[src/rtl/alu_logic_arbiter_if.sv]
// alu_logic_arbiter_if: request/response bundle for the two-requester logic unit
interface alu_logic_arbiter_if #(parameter int WIDTH = 32);
    logic             req0_valid, req1_valid, req0_ready, req1_ready;
    logic [1:0]       req0_op, req1_op;
    logic [WIDTH-1:0] req0_a, req0_b, req1_a, req1_b;
    logic             rsp_valid, rsp_ready, rsp_id;
    logic [WIDTH-1:0] rsp_data;
    logic [15:0]      ops_done;
    modport slave (
        input  req0_valid, req1_valid, req0_op, req1_op, req0_a, req0_b, req1_a, req1_b, rsp_ready,
        output req0_ready, req1_ready, rsp_valid, rsp_id, rsp_data, ops_done
    );
    modport master (
        output req0_valid, req1_valid, req0_op, req1_op, req0_a, req0_b, req1_a, req1_b, rsp_ready,
        input  req0_ready, req1_ready, rsp_valid, rsp_id, rsp_data, ops_done
    );
endinterface

[src/rtl/alu_logic_arbiter.sv]
// alu_logic_arbiter: round-robin sharing of one bitwise logic unit with a single-entry result buffer
module alu_logic_arbiter #(
    parameter int WIDTH = 32
) (
    input logic                clk,
    input logic                rst_n,
    alu_logic_arbiter_if.slave bus
);
    typedef enum logic {EMPTY, FULL} state_t;
    state_t           r_state, w_state_next;
    logic             r_last_gnt, r_id;
    logic [WIDTH-1:0] r_data;
    logic [15:0]      r_ops_done;
    logic             w_slot_free, w_gnt_id, w_accept, w_deliver;
    logic [1:0]       w_op;
    logic [WIDTH-1:0] w_a, w_b, w_result;

    // grant from valids and pointer only, so readiness never depends on op or operands
    always_comb begin
        w_slot_free  = (r_state == EMPTY) || bus.rsp_ready;
        w_gnt_id     = (bus.req0_valid && bus.req1_valid) ? ~r_last_gnt : bus.req1_valid;
        w_accept     = rst_n && (bus.req0_valid || bus.req1_valid) && w_slot_free;
        w_deliver    = (r_state == FULL) && bus.rsp_ready;
        w_state_next = w_accept ? FULL : (w_deliver ? EMPTY : r_state);
    end

    // operand select and the shared logic unit
    always_comb begin
        w_op     = w_gnt_id ? bus.req1_op : bus.req0_op;
        w_a      = w_gnt_id ? bus.req1_a : bus.req0_a;
        w_b      = w_gnt_id ? bus.req1_b : bus.req0_b;
        w_result = (w_op == 2'b00) ? (w_a & w_b) :
                   (w_op == 2'b01) ? (w_a | w_b) :
                   (w_op == 2'b10) ? (w_a ^ w_b) : ~(w_a | w_b);
    end

    // buffer occupancy register
    always_ff @(posedge clk or negedge rst_n) begin
        if (!rst_n) r_state <= EMPTY;
        else        r_state <= w_state_next;
    end

    // result, owner, round-robin pointer and delivery count
    always_ff @(posedge clk or negedge rst_n) begin
        if (!rst_n) begin
            r_data     <= '0;
            r_id       <= 1'b0;
            r_last_gnt <= 1'b1;
            r_ops_done <= 16'd0;
        end else begin
            if (w_accept) begin
                r_data     <= w_result;
                r_id       <= w_gnt_id;
                r_last_gnt <= w_gnt_id;
            end
            if (w_deliver) r_ops_done <= r_ops_done + 16'd1;
        end
    end

    assign bus.req0_ready = w_accept && !w_gnt_id;
    assign bus.req1_ready = w_accept && w_gnt_id;
    assign bus.rsp_valid  = (r_state == FULL);
    assign bus.rsp_id     = r_id;
    assign bus.rsp_data   = r_data;
    assign bus.ops_done   = r_ops_done;
endmodule
[src/flat_wrapper.sv]
// flat-port wrapper written by rule: the top's interface ports become plain ports
module alu_logic_arbiter_flat 
#(
    parameter int WIDTH = 32
)
  (clk, rst_n, bus_req0_valid, bus_req1_valid, bus_req0_op, bus_req1_op, bus_req0_a, bus_req0_b, bus_req1_a, bus_req1_b, bus_rsp_ready, bus_req0_ready, bus_req1_ready, bus_rsp_valid, bus_rsp_id, bus_rsp_data, bus_ops_done);
  alu_logic_arbiter_if #(.WIDTH(WIDTH)) bus_i ();
  input logic clk;
  input logic rst_n;
  input wire logic [$bits(bus_i.req0_valid)-1:0] bus_req0_valid;
  input wire logic [$bits(bus_i.req1_valid)-1:0] bus_req1_valid;
  input wire logic [$bits(bus_i.req0_op)-1:0] bus_req0_op;
  input wire logic [$bits(bus_i.req1_op)-1:0] bus_req1_op;
  input wire logic [$bits(bus_i.req0_a)-1:0] bus_req0_a;
  input wire logic [$bits(bus_i.req0_b)-1:0] bus_req0_b;
  input wire logic [$bits(bus_i.req1_a)-1:0] bus_req1_a;
  input wire logic [$bits(bus_i.req1_b)-1:0] bus_req1_b;
  input wire logic [$bits(bus_i.rsp_ready)-1:0] bus_rsp_ready;
  output wire logic [$bits(bus_i.req0_ready)-1:0] bus_req0_ready;
  output wire logic [$bits(bus_i.req1_ready)-1:0] bus_req1_ready;
  output wire logic [$bits(bus_i.rsp_valid)-1:0] bus_rsp_valid;
  output wire logic [$bits(bus_i.rsp_id)-1:0] bus_rsp_id;
  output wire logic [$bits(bus_i.rsp_data)-1:0] bus_rsp_data;
  output wire logic [$bits(bus_i.ops_done)-1:0] bus_ops_done;
  assign bus_i.req0_valid = bus_req0_valid;
  assign bus_i.req1_valid = bus_req1_valid;
  assign bus_i.req0_op = bus_req0_op;
  assign bus_i.req1_op = bus_req1_op;
  assign bus_i.req0_a = bus_req0_a;
  assign bus_i.req0_b = bus_req0_b;
  assign bus_i.req1_a = bus_req1_a;
  assign bus_i.req1_b = bus_req1_b;
  assign bus_i.rsp_ready = bus_rsp_ready;
  assign bus_req0_ready = bus_i.req0_ready;
  assign bus_req1_ready = bus_i.req1_ready;
  assign bus_rsp_valid = bus_i.rsp_valid;
  assign bus_rsp_id = bus_i.rsp_id;
  assign bus_rsp_data = bus_i.rsp_data;
  assign bus_ops_done = bus_i.ops_done;
  alu_logic_arbiter #(.WIDTH(WIDTH)) u_core (.clk(clk), .rst_n(rst_n), .bus(bus_i));
endmodule
[config.mk]
export PLATFORM = sky130hd
export DESIGN_NAME = alu_logic_arbiter_flat
export DESIGN_NICKNAME = d
export VERILOG_FILES = /design/src/rtl/alu_logic_arbiter_if.sv /design/src/rtl/alu_logic_arbiter.sv /design/src/flat_wrapper.sv
export SDC_FILE = /design/constraint.sdc
export NUM_CORES = 1
export LEC_CHECK = 0
export ABC_AREA = 1
export BUFFER_PORTS_ARGS = -buffer_cell sky130_fd_sc_hd__buf_2
export CORE_MARGIN = 10
export CORE_UTILIZATION = 47
export CTS_BUF_LIST = sky130_fd_sc_hd__clkbuf_4 sky130_fd_sc_hd__clkbuf_8
export DETAILED_ROUTE_END_ITERATION = 6
export PLACE_DENSITY_LB_ADDON = 0.25
export SLEW_MARGIN = 20
export SYNTH_ARGS = -nofsm -noshare
export SYNTH_HDL_FRONTEND = slang
export SYNTH_SLANG_ARGS = --single-unit
[constraint.sdc]
create_clock -name clk -period 1.47 [get_ports clk]
set_input_delay 0.147 -clock clk [delete_from_list [all_inputs] [get_ports clk]]
set_output_delay 0.147 -clock clk [all_outputs]
set_load 0.01 [all_outputs]
==> metrics <==
area of the placeable core=10300 sq um; power per cell area=915 nW/um^2; share of final-layout standard cells stronger than drive strength 1=28.8%; setup repair after global routing missed its margin=yes; CTS H-tree depth=2; cell at the slowest stage of the critical path=sky130_fd_sc_hd__dfstp_2; post-detailed-route wirelength per cell=13.2 um; class of the worst hold path=in -> async; cell breakdown of the critical path=nand2_8 > nand2_8 > nand2_4 > nand2_4 > inv_6 > clkbuf_16 > nor2_1 > nand2_1 > nand3_1 > nand2_1; number of global-route vias before repair=5523; die footprint=15000 sq um; overflow left after global routing=0; Initial Util=48.0%; Fill cells=1029; number of CTS-inserted buffers=5; number of buffers added on ports=188; insertion delay of the later-clocked pin in the worst-skew pair=300 ps; highest net fanout along the worst path=9; clk buf depth=2; vias=5984; via density per instance=4.81; VDD IR-drop max=0.669 mV; initial antenna violation count=0; total standard cell area after synthesis=4930 sq um; area of all sequential standard cells=1280 sq um; HPWL after DPL=11800 um; clock input transition at the sequential cells of the worst setup and hold paths=100 ps; commonest non-fill, non-tap cells in the layout=335 x sky130_fd_sc_hd__nand2_1, 187 x sky130_fd_sc_hd__buf_2, 144 x sky130_fd_sc_hd__inv_1; min cycle time layout=1670 ps; Initial DRC Count=417; leakage dissipation=4.26 nW; Placement Rows=37; endpoint required time on the critical path=1670 ps; clock root buffer=sky130_fd_sc_hd__clkbuf_8; num ports=189; path type of the worst setup path=reg -> reg; gp weighted congestion=0.844; Unique masters post-synth=25; #FFs+latches synth=51; Post-DRT Antenna Nets=0; maximum cell stage delay along the critical path=600 ps; number of clock sinks=51; Clock Skew=3.32 ps; pin count of the biggest net entering global routing=52; CTS tree=done; Final Setup Violations=34; mean post-synth cell area=5.43 sq um; die width=122 um; first-pass iteration count of the detailed router=7; failing checks=setup timing; share of synthesized area occupied by flip-flops and latches=25.9%; Worst Max-Slew Pin Slew=670 ps; final count of hold timing violations=0; maximum frequency from static timing analysis=598 MHz; Critical Path Source Type=flip-flop; net count of the mapped netlist=1045; Gate Count Post-Synth=907; most common cell after layout, fill and taps aside=sky130_fd_sc_hd__nand2_1; fraction of the cycle the final worst path needs=114%; Setup TNS=-5710 ps; post-route worst setup slack=-201 ps; count of pins over their slew limit=0; fin nets=1243; CP Capture Type=flip-flop; cts-stage hold buffer count=0; remaining routing DRC violations=0; Die Y=122 um; result of the run=finished with violations; max-cap check violation count=0; count of yosys warnings during synthesis=0; first-pass GRT wire length=25600 um; area added between synthesis and finish=37.6%; Post-Place Setup Slack=-139 ps; total wire length after detailed routing=16500 um; GRT Total Usage=20.2%; data arrival time of the critical path=1870 ps; worst slew margin relative to its limit=55.3%; area of the multi-input gates=3120 sq um
-- Yosys cell counts (all sizes together) --
| cell | number | area (sq um) |
|---|---|---|
| nand2 | 399 | 1530 |
| inv | 147 | 552 |
| nand3 | 139 | 696 |
| nor2 | 71 | 269 |
| dfrtp | 50 | 1250 |
| buf | 36 | 225 |
| o21ai | 34 | 170 |
| xor2 | 7 | 61.3 |
| nor3 | 5 | 30.0 |
| clkbuf | 4 | 15.0 |
| nand4 | 4 | 25.0 |
| xnor2 | 4 | 35.0 |
| nand3b | 3 | 22.5 |
| a21oi | 1 | 5.00 |
| dfstp | 1 | 26.3 |
| ha | 1 | 12.5 |
| nor3b | 1 | 7.51 |
-- layout make-up --
cell class / instances / area share (%)
antenna: 1 / 0.0369
clock buffer: 6 / 1.22
clock inverter: 2 / 0.516
inverter: 147 / 8.28
multi-input combinational: 670 / 46.0
sequential: 51 / 18.8
tap: 136 / 2.51
timing repair buffer: 230 / 22.6
-- power by group --
| part | switching [mW] | internal [mW] |
|---|---|---|
| combinational | 1.84 | 1.33 |
| sequential | 0.238 | 1.75 |
| clock | 0.488 | 0.552 |
| total | 2.57 | 3.63 |
-- path summary, 6_finish.rpt --
path	startpoint	end	cells after the start	slack, ps
max in group asynchronous	rst_n	u_core.bus.rsp_data[23]	2	1010
hold / removal	rst_n	u_core.bus.ops_done[2]	2	20
hold reg to reg	u_core.bus.rsp_data[1]	u_core.bus.rsp_data[1]	2	480
setup / recovery	u_core.r_last_gnt	u_core.bus.rsp_data[12]	10	-200
min in group clk	bus_rsp_ready	u_core.bus.ops_done[0]	3	200
setup reg to reg	u_core.r_last_gnt	u_core.bus.rsp_data[12]	10	-200
-- sequential cells by signal (all words and copies together), names as in the netlist --
register / flops
u_core.bus.rsp_data: 32
u_core.bus.ops_done: 16
u_core.bus.rsp_id: 1
u_core.bus.rsp_valid: 1
u_core.r_last_gnt: 1
-- metal layers --
metal	GRT usage [%]	up-vias	routed length (um)
li1	-	3145	-
met1	24.9	2625	6970
met2	35.0	203	7900
met4	3.76	0	127
met3	5.28	11	1470
met5	0	-	0
-- kinds of logic after synthesis --
kind of cell    synth area share, %
buf+inv                        16.1
fa+ha+maj                     0.254
xor+xnor                       1.95
compound gates                 3.55
simple gates                   52.2
flops                          25.9
-- critical path: cells and delay by family (launching register included) --
| kind | cells | cell delay, ps |
|---|---|---|
| buf+inv | 2 | 220 |
| flops | 1 | 600 |
| simple gates | 8 | 740 |
-- through the flow --
stage | util, % | std cells | power [mW] | cell area, sq um | hold WS [ps]
finish | 66.0 | 1243 | 6.21 | 6780 | 22.9
CTS | 63.2 | 1235 | 6.00 | 6500 | 26.9
detailed placement | 59.7 | 1222 | 4.80 | 6140 | 366
global placement | 59.7 | 1222 | 4.76 | 6140 | 370
floorplan | - | 907 | 3.69 | 4930 | -149
global route | 66.0 | 1242 | 6.72 | 6780 | 74.7
-- timing repair --
item	in CTS	in global routing
buffers inserted	3	3
resized for setup	49	56
setup endpoints to repair	34	37
pin swaps	1	10
cloned	2	6
(Power assumes the default switching activity.)
